$ cat config.mk
export PLATFORM = sky130hd
export DESIGN_NAME = fp_add_sequencer
export DESIGN_NICKNAME = d
export VERILOG_FILES = /design/src/rtl/fp_add_sequencer.sv
export SDC_FILE = /design/constraint.sdc
export NUM_CORES = 1
export LEC_CHECK = 0
export BUFFER_PORTS_ARGS = -buffer_cell sky130_fd_sc_hd__buf_2
export CORE_ASPECT_RATIO = 0.7
export CORE_MARGIN = 1.5
export CORE_UTILIZATION = 45
export DETAILED_ROUTE_END_ITERATION = 10
export GPL_TIMING_DRIVEN = 0
export HOLD_SLACK_MARGIN = 0.03
export PLACE_DENSITY = 0.67
export SYNTH_ARGS = -nofsm -noshare
export SYNTH_HDL_FRONTEND = slang
export SYNTH_SLANG_ARGS = --single-unit
export TNS_END_PERCENT = 1
$ cat constraint.sdc
create_clock -name clk -period 2.9 [get_ports clk]
set_input_delay 0.58 -clock clk [delete_from_list [all_inputs] [get_ports clk]]
set_output_delay 0.58 -clock clk [all_outputs]
set_load 0.1 [all_outputs]
$ cat src/rtl/fp_add_sequencer.sv
// fp_add_sequencer: issue stage in front of a combinational single-precision
// adder. Operand pairs are queued in a small FIFO, special cases (NaN, inf,
// zero, exact cancellation) are resolved locally, and the remaining pairs are
// sent to the external adder. Results leave in order through valid/ready.
// Optional build macro FP_SEQ_STATS_EN adds op_count / bypass_count outputs.
module fp_add_sequencer #(
  parameter int XLEN    = 32,
  parameter int DEPTH   = 4,
  parameter int ADD_LAT = 1
) (
  input  logic                     clk,
  input  logic                     rst_n,
  input  logic                     in_valid,
  output logic                     in_ready,
  input  logic [XLEN-1:0]          in_a,
  input  logic [XLEN-1:0]          in_b,
  input  logic                     in_sub,
  output logic [XLEN-1:0]          add_a,
  output logic [XLEN-1:0]          add_b,
  input  logic [XLEN-1:0]          add_result,
  output logic                     out_valid,
  input  logic                     out_ready,
  output logic [XLEN-1:0]          out_result,
  output logic [3:0]               out_flags,
  output logic [$clog2(DEPTH):0]   fifo_count
`ifdef FP_SEQ_STATS_EN
  ,
  output logic [31:0]              op_count,
  output logic [31:0]              bypass_count
`endif
);

  localparam int AW = $clog2(DEPTH);
  localparam int CW = (ADD_LAT < 2) ? 1 : $clog2(ADD_LAT + 1);

  localparam logic [1:0] S_IDLE = 2'd0;
  localparam logic [1:0] S_EVAL = 2'd1;
  localparam logic [1:0] S_WAIT = 2'd2;
  localparam logic [1:0] S_DONE = 2'd3;

  logic [2*XLEN-1:0] r_mem [DEPTH];
  logic [AW-1:0]     r_wr_ptr;
  logic [AW-1:0]     r_rd_ptr;
  logic [AW:0]       r_count;
  logic [1:0]        r_state;
  logic [XLEN-1:0]   r_opa;
  logic [XLEN-1:0]   r_opb;
  logic [XLEN-1:0]   r_add_a;
  logic [XLEN-1:0]   r_add_b;
  logic [CW-1:0]     r_cnt;
  logic [XLEN-1:0]   r_result;
  logic [3:0]        r_flags;

  logic              w_push;
  logic              w_pop;
  logic              w_a_nan, w_a_inf, w_a_zero;
  logic              w_b_nan, w_b_inf, w_b_zero;
  logic              w_sign_diff;
  logic              w_bypass;
  logic [XLEN-1:0]   w_byp_result;
  logic [3:0]        w_byp_flags;

  assign in_ready   = (r_count < (AW+1)'(DEPTH));
  assign w_push     = in_valid && in_ready;
  assign w_pop      = (r_state == S_IDLE) && (r_count != '0);
  assign fifo_count = r_count;
  assign add_a      = r_add_a;
  assign add_b      = r_add_b;
  assign out_valid  = (r_state == S_DONE);
  assign out_result = r_result;
  assign out_flags  = r_flags;

  // Operand storage; B is stored with its sign already flipped for subtraction
  always_ff @(posedge clk) begin
    if (w_push) begin
      r_mem[r_wr_ptr] <= {in_a, in_b[XLEN-1] ^ in_sub, in_b[XLEN-2:0]};
    end
  end

  // FIFO pointers and occupancy; pointers wrap naturally at DEPTH
  always_ff @(posedge clk or negedge rst_n) begin
    if (!rst_n) begin
      r_wr_ptr <= '0;
      r_rd_ptr <= '0;
      r_count  <= '0;
    end else begin
      if (w_push) r_wr_ptr <= r_wr_ptr + 1'b1;
      if (w_pop)  r_rd_ptr <= r_rd_ptr + 1'b1;
      case ({w_push, w_pop})
        2'b10:   r_count <= r_count + 1'b1;
        2'b01:   r_count <= r_count - 1'b1;
        default: r_count <= r_count;
      endcase
    end
  end

  // Operand classification (denormals count as zero)
  assign w_a_nan     = (r_opa[30:23] == 8'hFF) && (r_opa[22:0] != '0);
  assign w_a_inf     = (r_opa[30:23] == 8'hFF) && (r_opa[22:0] == '0);
  assign w_a_zero    = (r_opa[30:23] == 8'h00);
  assign w_b_nan     = (r_opb[30:23] == 8'hFF) && (r_opb[22:0] != '0);
  assign w_b_inf     = (r_opb[30:23] == 8'hFF) && (r_opb[22:0] == '0);
  assign w_b_zero    = (r_opb[30:23] == 8'h00);
  assign w_sign_diff = r_opa[31] ^ r_opb[31];

  // Special-case resolution in priority order; flags are {nan, inf, zero, bypass}
  always_comb begin
    w_bypass     = 1'b1;
    w_byp_result = '0;
    w_byp_flags  = 4'b0001;
    if (w_a_nan || w_b_nan || (w_a_inf && w_b_inf && w_sign_diff)) begin
      w_byp_result = 32'h7FC00000;
      w_byp_flags  = 4'b1001;
    end else if (w_a_inf) begin
      w_byp_result = r_opa;
      w_byp_flags  = 4'b0101;
    end else if (w_b_inf) begin
      w_byp_result = r_opb;
      w_byp_flags  = 4'b0101;
    end else if (w_a_zero && w_b_zero) begin
      w_byp_result = {r_opa[31] & r_opb[31], 31'b0};
      w_byp_flags  = 4'b0011;
    end else if (w_a_zero) begin
      w_byp_result = r_opb;
    end else if (w_b_zero) begin
      w_byp_result = r_opa;
    end else if ((r_opa[30:0] == r_opb[30:0]) && w_sign_diff) begin
      w_byp_result = '0;
      w_byp_flags  = 4'b0011;
    end else begin
      w_bypass = 1'b0;
    end
  end

  // Issue FSM: pop, classify, wait on the adder, then hold the result until taken
  always_ff @(posedge clk or negedge rst_n) begin
    if (!rst_n) begin
      r_state  <= S_IDLE;
      r_opa    <= '0;
      r_opb    <= '0;
      r_add_a  <= '0;
      r_add_b  <= '0;
      r_cnt    <= '0;
      r_result <= '0;
      r_flags  <= '0;
    end else begin
      case (r_state)
        S_IDLE: begin
          if (w_pop) begin
            {r_opa, r_opb} <= r_mem[r_rd_ptr];
            r_state        <= S_EVAL;
          end
        end
        S_EVAL: begin
          if (w_bypass) begin
            r_result <= w_byp_result;
            r_flags  <= w_byp_flags;
            r_state  <= S_DONE;
          end else begin
            r_add_a <= r_opa;
            r_add_b <= r_opb;
            r_cnt   <= CW'(ADD_LAT);
            r_state <= S_WAIT;
          end
        end
        S_WAIT: begin
          r_cnt <= r_cnt - 1'b1;
          if (r_cnt == CW'(1)) begin
            r_result <= add_result;
            r_flags  <= {1'b0, add_result[30:23] == 8'hFF,
                         add_result[30:23] == 8'h00, 1'b0};
            r_state  <= S_DONE;
          end
        end
        default: begin
          if (out_ready) r_state <= S_IDLE;
        end
      endcase
    end
  end

`ifdef FP_SEQ_STATS_EN
  logic [31:0] r_op_count;
  logic [31:0] r_bypass_count;

  assign op_count     = r_op_count;
  assign bypass_count = r_bypass_count;

  // Completed-operation counters, wrapping at 2^32
  always_ff @(posedge clk or negedge rst_n) begin
    if (!rst_n) begin
      r_op_count     <= '0;
      r_bypass_count <= '0;
    end else if (out_valid && out_ready) begin
      r_op_count <= r_op_count + 1'b1;
      if (r_flags[0]) r_bypass_count <= r_bypass_count + 1'b1;
    end
  end
`endif

endmodule

==> reports/metrics.yaml <==
layout_commonest_cell: "edfxtp_1"
via_per_inst: 5.61
die_h_um: 167
avgSynthCellArea_um2: 15.9
finish.utilization: 0.549
post_drt_wl_per_cell_um: 24.0
tns_ns: 0
cp.arrival_ns: 3.27
met3WireLength_um: 3860
seq_area_frac_synth: 0.699
ys_top_cells_by_area: "edfxtp_1 (45%), dfrtp_1 (25%), mux4_2 (8.4%)"
syn_area_um2: 17200
syn_inst: 1085
ioPinCount: 206
postCtsSetupBuffers: 0
setup_viol: 0
antenna_left: 0
firstDrtPassIters: 5
top_layer: "met5"
dieArea_um2: 39500
grt_antenna_before_repair: 5
synth_seq_cells: 430
dp_hpwl_um: 31400
grt_pass1_vias: 10505
worstMarginPinSlew_ns: 0.886
cts.clk_slew.worst_paths_ns: 0.06
fp.dieW_um: 237
drt-total-wl_um: 44800
min_period_ns: 2.85
layout.nets: 1453
async_flop_share: 0.405
path_max_fanout: 10
ys_warn_count: 0
mostFrequentLayoutCells: "edfxtp_1 (256), nand2_1 (223), buf_2 (215), dfrtp_1 (173), mux2_2 (88)"
grt_pass1_wl_um: 67400
cts-root-buf: "clkbuf_16"
fin_worst_skew_ns: 0.0183
slew_headroom: 0.409
maxCapViolCount: 0
yosys_most_used_dff: "edfxtp_1"
cts_buffers: 42
drcViolationCount: 0
clock_path_buffers: 3
io_buffers: 205
grt_max_degree: 123
cp.required_ns: 3.33
route.met2.wl_um: 19800
grt_usage: 0.229
multi_input_area_um2: 4950
cts_htree_levels: 2
rsz0062_at_grt: "yes"
synth-edff-count: 256
initial_core_util: 0.460
synth_cell_types: 52
hp-class: "in2reg"
fmax_ghz: 0.351
clock_sinks: 430
cts_tree: "done"
crit_type: "reg2reg"
final_area_um2: 20600
clk_latency_ns: 0.55
placed_cell_area_um2: 19000
yosys.area.top_type_share: 0.446
synthesis.nets: 1198
layout-drive-gt1-share: 0.344
drt_first_iter_violations: 912
grt_overflow_total: 0
regArea_um2: 12000
yosys.area.top_type: "edfxtp_1"
vias: 10471
period_share: 0.982
status: "complete, no violations"
fillers: 3017
hold_viol_final: 0
num_rows: 59
routabilityCongestion: 0.934
core_um2: 37400
area_growth_pct: 19.3
slew_viol_final: 0
crit_path_start_kind: "flop"
end_kind: "flop"
wl_met1_um: 20500
cells by family after synthesis:
group           Yosys count  share of synthesized area
buf+inv                  68                     0.0177
compound gates           93                     0.0407
xor+xnor                 38                     0.0193
mux                     154                      0.143
flops                   430                      0.699
simple gates            290                     0.0717
fa+ha+maj                12                    0.00915
worst paths after layout:
check | start | end | slack [ns] | depth (start not counted)
worst max-delay path | r_opa[5] | out_result[16] | 0.05 | 7
worst min-delay path | in_b[20] | r_mem[1][20] | 0.25 | 1
worst max register to register | r_opa[5] | out_result[16] | 0.05 | 7
worst min register to register | out_result[24] | out_result[24] | 0.49 | 1
max in group asynchronous | rst_n | r_opa[31] | 1.38 | 3
min in group asynchronous | rst_n | add_b[25] | 0.53 | 2
metal layers:
metal | GRT usage | vias to the layer above
met5 | 0 | -
li1 | - | 4599
met1 | 0.343 | 5387
met4 | 0.0418 | 2
met2 | 0.338 | 416
met3 | 0.0655 | 67
registers in the layout, indices dropped and copies added (netlist names), 3 cells and up:
name and cells:
r_mem 256, add_a 32, add_b 32, fifo_count 3, out_result 32, out_flags 4, r_opb 32, r_opa 32
cell usage after synthesis (2+ instances only):
master / instances
a21oi_1: 2
a221oi_1: 9
a32oi_1: 22
and2_1: 7
buf_1: 4
buf_2: 16
buf_4: 2
buf_6: 3
clkbuf_1: 31
dfrtp_1: 174
edfxtp_1: 256
ha_1: 11
inv_1: 11
mux2_2: 88
mux4_2: 64
nand2_1: 223
nand3_1: 4
nand4_1: 9
nor2_1: 8
nor2b_1: 2
nor3_1: 5
nor4_1: 19
o211ai_1: 8
o21ai_0: 21
o21ai_1: 6
o2bb2ai_1: 10
o31ai_1: 3
or2_2: 2
or4_1: 6
xnor2_1: 5
xor2_1: 33
through the flow:
stage,std cells,worst slack [ns],hold slack (ns)
after global placement,1778,-1.53,0.473
after CTS,1862,0.0522,0.226
after detailed placement,1783,-0.148,0.471
after floorplan,1085,-0.268,0.284
final,1866,0.0534,0.245
after global routing,1862,-0.0243,0.234
critical path, stage by stage (launching register included):
cell      delay [ns]
dfrtp_1         0.45
or4_1           0.54
nor2_1          0.26
nand3_1         0.26
clkbuf_1        0.36
a32oi_2         0.44
o21ai_0         0.14
mux2_2          0.28
timing repair:
action / 4_1_cts / 5_1_grt
endpoints found under the setup margin: 52 / 65
resized for setup: 5 / 14
pin swaps: 1 / 2
hold buffers: 1 / 0
hold endpoints to repair: 52 / 0
cell type report:
class | count | share of cell area
Tap cell | 488 | 0.0297
Buffer | 56 | 0.0139
Inverter | 12 | 0.00219
Timing Repair Buffer | 211 | 0.0576
Clock buffer | 65 | 0.0638
Sequential cell | 430 | 0.586
Clock inverter | 13 | 0.00566
Multi-Input combinational cell | 587 | 0.241
Antenna cell | 4 | 0.000487
Power is left out: the tool's default activity adds up to more than one toggle a clock period on the data nets, which glitch-free logic cannot reach.
